[src/rtl/lsu_mem_stage_pkg.sv]
// Shared definitions for the load/store memory stage: RV32I width codes,
// FSM state encoding and the byte-strobe width.
package lsu_mem_stage_pkg;

    localparam logic [2:0] LSU_B  = 3'b000;
    localparam logic [2:0] LSU_H  = 3'b001;
    localparam logic [2:0] LSU_W  = 3'b010;
    localparam logic [2:0] LSU_BU = 3'b100;
    localparam logic [2:0] LSU_HU = 3'b101;

    localparam int unsigned LSU_STRB_W = 4;

    typedef enum logic [1:0] {
        ST_IDLE = 2'd0,
        ST_REQ  = 2'd1,
        ST_WAIT = 2'd2,
        ST_DONE = 2'd3
    } lsu_state_t;

endpackage

[src/rtl/lsu_mem_stage_load_align.sv]
// Load data alignment: picks the addressed byte/halfword lane out of the raw
// memory word and sign- or zero-extends it according to funct3.
module load_align
    import lsu_mem_stage_pkg::*;
(
    input  logic [31:0] i_word,
    input  logic [1:0]  i_off,
    input  logic [2:0]  i_funct3,
    output logic [31:0] o_data
);

    logic [7:0]  w_byte;
    logic [15:0] w_half;

    // Lane select then extension
    always_comb begin
        w_byte = i_word[7:0];
        case (i_off)
            2'd0: w_byte = i_word[7:0];
            2'd1: w_byte = i_word[15:8];
            2'd2: w_byte = i_word[23:16];
            2'd3: w_byte = i_word[31:24];
            default: w_byte = i_word[7:0];
        endcase
        w_half = i_off[1] ? i_word[31:16] : i_word[15:0];
        case (i_funct3)
            LSU_B:   o_data = {{24{w_byte[7]}}, w_byte};
            LSU_BU:  o_data = {24'h0, w_byte};
            LSU_H:   o_data = {{16{w_half[15]}}, w_half};
            LSU_HU:  o_data = {16'h0, w_half};
            default: o_data = i_word;
        endcase
    end

endmodule

[src/rtl/lsu_mem_stage.sv]
// Load/store unit after the ALU: legality check, store formatting, a
// valid/ready request to data memory and registered, aligned load writeback.
// Stalls the core while an access is outstanding.
module lsu_mem_stage
    import lsu_mem_stage_pkg::*;
#(
    parameter int ADDR_W = 32,
    parameter int DATA_W = 32
) (
    input  logic                  clk,
    input  logic                  rst,
    input  logic                  req_valid,
    input  logic                  is_load,
    input  logic                  is_store,
    input  logic [2:0]            funct3,
    input  logic [ADDR_W-1:0]     addr,
    input  logic [DATA_W-1:0]     wdata,
    output logic                  stall,
    output logic                  ls_fault,
    output logic [DATA_W-1:0]     rdata,
    output logic                  rdata_valid,
    output logic                  mem_req_valid,
    input  logic                  mem_req_ready,
    output logic [ADDR_W-1:0]     mem_addr,
    output logic                  mem_we,
    output logic [LSU_STRB_W-1:0] mem_wstrb,
    output logic [DATA_W-1:0]     mem_wdata,
    input  logic                  mem_rsp_valid,
    input  logic [DATA_W-1:0]     mem_rsp_data
);

    lsu_state_t            r_state;
    logic [ADDR_W-1:0]     r_addr;
    logic [DATA_W-1:0]     r_wdata;
    logic [LSU_STRB_W-1:0] r_wstrb;
    logic [2:0]            r_funct3;
    logic                  r_is_load;
    logic [DATA_W-1:0]     r_rdata;

    logic                  w_one_op;
    logic                  w_f3_ok;
    logic                  w_misalign;
    logic                  w_illegal;
    logic                  w_accept;
    logic [LSU_STRB_W-1:0] w_strb;
    logic [DATA_W-1:0]     w_wfmt;
    logic [DATA_W-1:0]     w_aligned;

    // Legality of the incoming access (only meaningful while IDLE)
    always_comb begin
        w_one_op = is_load ^ is_store;
        w_f3_ok  = 1'b0;
        case (funct3)
            LSU_B, LSU_H, LSU_W: w_f3_ok = 1'b1;
            LSU_BU, LSU_HU:      w_f3_ok = is_load;
            default:             w_f3_ok = 1'b0;
        endcase
        w_misalign = ((funct3[1:0] == 2'b01) && addr[0]) ||
                     ((funct3[1:0] == 2'b10) && (addr[1:0] != 2'b00));
        w_illegal  = (is_load && is_store) || (w_one_op && (!w_f3_ok || w_misalign));
        ls_fault   = (r_state == ST_IDLE) && req_valid && w_illegal;
        w_accept   = (r_state == ST_IDLE) && req_valid && w_one_op && !w_illegal;
    end

    // Store byte enables and lane-replicated data, computed at accept time
    always_comb begin
        w_strb = '0;
        w_wfmt = wdata;
        case (funct3[1:0])
            2'b00: begin
                w_strb = 4'b0001 << addr[1:0];
                w_wfmt = {4{wdata[7:0]}};
            end
            2'b01: begin
                w_strb = 4'b0011 << {addr[1], 1'b0};
                w_wfmt = {2{wdata[15:0]}};
            end
            default: w_strb = '1;
        endcase
        if (is_load) begin
            w_strb = '0;
        end
    end

    load_align u_load_align (
        .i_word   (mem_rsp_data),
        .i_off    (r_addr[1:0]),
        .i_funct3 (r_funct3),
        .o_data   (w_aligned)
    );

    // Access sequencer: capture, request handshake, response wait, writeback
    always_ff @(posedge clk or posedge rst) begin
        if (rst) begin
            r_state   <= ST_IDLE;
            r_addr    <= '0;
            r_wdata   <= '0;
            r_wstrb   <= '0;
            r_funct3  <= '0;
            r_is_load <= 1'b0;
            r_rdata   <= '0;
        end else begin
            case (r_state)
                ST_IDLE: begin
                    if (w_accept) begin
                        r_addr    <= addr;
                        r_wdata   <= w_wfmt;
                        r_wstrb   <= w_strb;
                        r_funct3  <= funct3;
                        r_is_load <= is_load;
                        r_state   <= ST_REQ;
                    end
                end
                ST_REQ: begin
                    if (mem_req_ready) begin
                        r_state <= r_is_load ? ST_WAIT : ST_DONE;
                    end
                end
                ST_WAIT: begin
                    if (mem_rsp_valid) begin
                        r_rdata <= w_aligned;
                        r_state <= ST_DONE;
                    end
                end
                ST_DONE: r_state <= ST_IDLE;
                default: r_state <= ST_IDLE;
            endcase
        end
    end

    // Outputs; stall covers the accept cycle combinationally so the core
    // holds the instruction from the very first cycle of the access
    always_comb begin
        stall         = w_accept || (r_state == ST_REQ) || (r_state == ST_WAIT);
        mem_req_valid = (r_state == ST_REQ);
        mem_addr      = {r_addr[ADDR_W-1:2], 2'b00};
        mem_we        = (r_state == ST_REQ) && !r_is_load;
        mem_wstrb     = (r_state == ST_REQ) ? r_wstrb : '0;
        mem_wdata     = r_wdata;
        rdata         = r_rdata;
        rdata_valid   = (r_state == ST_DONE) && r_is_load;
    end

endmodule

[config.mk]
export PLATFORM = sky130hd
export DESIGN_NAME = lsu_mem_stage
export DESIGN_NICKNAME = d
export VERILOG_FILES = /design/src/rtl/lsu_mem_stage_pkg.sv /design/src/rtl/lsu_mem_stage_load_align.sv /design/src/rtl/lsu_mem_stage.sv
export SDC_FILE = /design/constraint.sdc
export NUM_CORES = 1
export LEC_CHECK = 0
export CAP_MARGIN = 30
export CORE_MARGIN = 10
export CORE_UTILIZATION = 47
export DETAILED_ROUTE_END_ITERATION = 8
export MAX_ROUTING_LAYER = met4
export PLACE_DENSITY = 0.87
export REMOVE_ABC_BUFFERS = 1
export SYNTH_ARGS = -nofsm -noshare
export SYNTH_HDL_FRONTEND = slang
export SYNTH_SLANG_ARGS = --single-unit
[constraint.sdc]
create_clock -name clk -period 8.12 [get_ports clk]
set_input_delay 2.436 -clock clk [delete_from_list [all_inputs] [get_ports clk]]
set_output_delay 2.436 -clock clk [all_outputs]
set_load 0.05 [all_outputs]
==> qor.yml <==
flow_run:
  max_cap_viol_count: 0
clocking:
  root_buffer: "clkbuf_16"
  hold_buffers: 0
  cts_resized: 0
  cts_tree: "built"
  path_clk_slew_ps: 60
  clock-sinks: 106
  cts_made_buffers: 9
  insertion_delay_ps: 340
  clockBufferDepth: 2
  post-cts-setup-buffer-count: 0
  htreeDepth: 3
drt:
  ant_nets: 0
  first_pass_iters: 4
  drt-initial-drc-count: 497
  via_per_inst: 5.406
  drc: 0
  routed_wl_um: 16460
  wl_per_cell_um: 21.13
  vias: 4211
sta:
  finalSetupViolCount: 0
  fin_setup_tns_ps: 0
  report.final.slew_viol_count: 0
  setup_ws_ps: 1001
  max_freq_ghz: 0.1405
  finalHoldViolCount: 0
  rsz0062_at_grt: "false"
  finClkSkew_ps: 4.904
  period_share_pct: 87.67
  slew_headroom_pct: 37.92
  worst_slew_pin_slew_ps: 927.8
  finalCriticalPeriod_ps: 7119
finish:
  drive_gt1_share_pct: 15.34
  area_delta_synth_final_pct: 43.72
  final_nets: 747
  fin_cells: 779
  diodes: 0
floorplan:
  io_pins: 211
  die_h_um: 126.2
  core-area_um2: 10940
  start_util_pct: 48.44
  die_w_um: 126.2
  rows: 38
  die-area_um2: 15920
place:
  dp_slack_ps: 1020
  dp.final_hpwl_um: 12600
  place.port_buffers: 208
  placed_cells: 762
  gp_congestion: 0.8510
power:
  max-vdd-ir-drop_uv: 325.0
  p_leak_nw: 3.211
  p_per_area_nw_per_um2: 458.7
  power_mw: 3.492
global_routing:
  grt_use_met2_pct: 31.76
  grt_use_met3_pct: 12.00
  grt_use_met1_pct: 22.81
  grt_use_total_pct: 20.89
  grt_pass1_vias: 4709
  antenna_found_initial: 0
  grt_pass1_wl_um: 25850
  grt_start_max_net_pins: 73
  overflow: 0
  top_usage_layer: "met2"
worst_setup_path:
  crit_path_max_fanout: 5
  r2r_start: "r_state[0]"
  worstSetupPathType: "input pin to output port"
  crit_arrival_ps: 4680
  cp-start-kind: "input pin"
  ff2ff_path_depth: 6
  r2r_slack_ps: 5600
  critPathLaunch: "funct3[0]"
  required_ps: 5680
  endpoint: "ls_fault"
  r2r_end: "r_addr[29]"
  end_kind: "output port"
yosys:
  syn_avg_cell_area_um2: 11.44
  synth.top_cell.area_share_pct: 50.07
  ys_seq_area_share_pct: 50.07
  ys_async_sr_fraction_pct: 100.0
  syn_inst: 463
  synth_area_leader_cell: "dfrtp_1"
  synth_area_um2: 5298
  yosys_most_used_dff: "dfrtp_1"
  ys_warn_count: 0
  synth_area_leaders: "dfrtp_1, mux2_2, mux2_1, buf_4, nand2_1"
  synth_edf_count: 0
  ys_seq_elements: 106
  ys_types: 39
hold_path:
  holdCritPathClass: "flip-flop to flip-flop"
run_status:
  status: "complete, no violations"
## synth_stat cells, types with 2 or more instances
master / n
o21bai_1: 2
buf_4: 32
o2bb2ai_1: 3
buf_1: 3
mux2_1: 24
nor2_1: 14
nand3b_1: 10
buf_6: 7
nand2_1: 40
a211oi_1: 2
mux2_2: 70
nand3_1: 27
and2_1: 8
o211ai_1: 2
a222oi_1: 4
clkbuf_1: 15
dfrtp_1: 106
nor2b_1: 7
o21ai_0: 26
nor3_1: 3
o31ai_1: 2
inv_1: 8
nand2b_1: 2
mux2i_1: 10
a21oi_1: 17
ha_1: 6
## kinds of logic (layout without fill, tap and decap cells)
family	Yosys count	in the layout	share of synthesized area [%]
buf+inv	65	240	7.865
compound gates	63	63	7.203
simple gates	117	117	11.08
flops	106	106	50.07
other cells	1	2	0.07079
fa+ha+maj	6	6	1.417
mux	105	105	22.30
## critical path, cell delays in order
cell	delay [ps]
clkdlybuf4s50_1	500
or4_1	590
o311a_1	180
nor2_1	210
nor2_1	70
clkdlybuf4s50_1	700
## layer usage
layer	vias up	routed length, µm	share of wire (%)
met5	-	0	0
met2	224	7764	47
met3	21	2236	14
li1	1936	-	-
met4	0	270	1.6
met1	2030	6192	38
## worst min-delay path by stage
stage                             from  cells past startpoint  slack [ps]           end
after CTS                     rdata[4]                      2         480      rdata[4]
final                       r_wstrb[3]                      1         480    r_wstrb[3]
after global placement        rdata[4]                      2         460      rdata[4]
after global routing      mem_wdata[7]                      1         500  mem_wdata[7]
after floorplan             r_wstrb[3]                      1         450    r_wstrb[3]
after detailed placement      rdata[4]                      2         470      rdata[4]
## layout by cell type (no fill, tap or decap), drive strengths merged, types with 10 or more instances in the layout
master / n
a21oi: 17
nand3: 27
nand2: 40
mux2i: 10
clkdlybuf4s50: 207
o21ai: 26
mux2: 94
buf: 10
nor2: 14
clkbuf: 10
nand3b: 10
dfrtp: 106
## final cells by class
cell class,instances,area (µm²)
fill,797,3322
sequential,106,2653
multi-input combinational,293,2232
timing repair buffer,217,2180
clock buffer,10,239.0
tap,140,175.2
clock inverter,5,102.6
inverter,8,32.53
## where the power goes
group,switching (mW),internal [mW]
logic,1.30,0.721
registers,0.188,0.786
clock network,0.190,0.308
total,1.68,1.81
## sequential cells by signal, indices dropped and copies added, names as in the netlist
signal     cells
r_is_load      1
mem_wdata     32
r_addr        32
r_wstrb        4
rdata         32
r_funct3       3
r_state        2
## per-stage QoR
step	hold WS (ps)	instance area, µm²	utilization (%)
finish	482.2	7614	69.62
global route	503.1	7614	69.62
CTS	484.3	7571	69.23
detailed placement	468.7	7229	66.11
global placement	462.1	7209	65.93
floorplan	449.7	4915	-
Power figures use the tool's default switching activity.
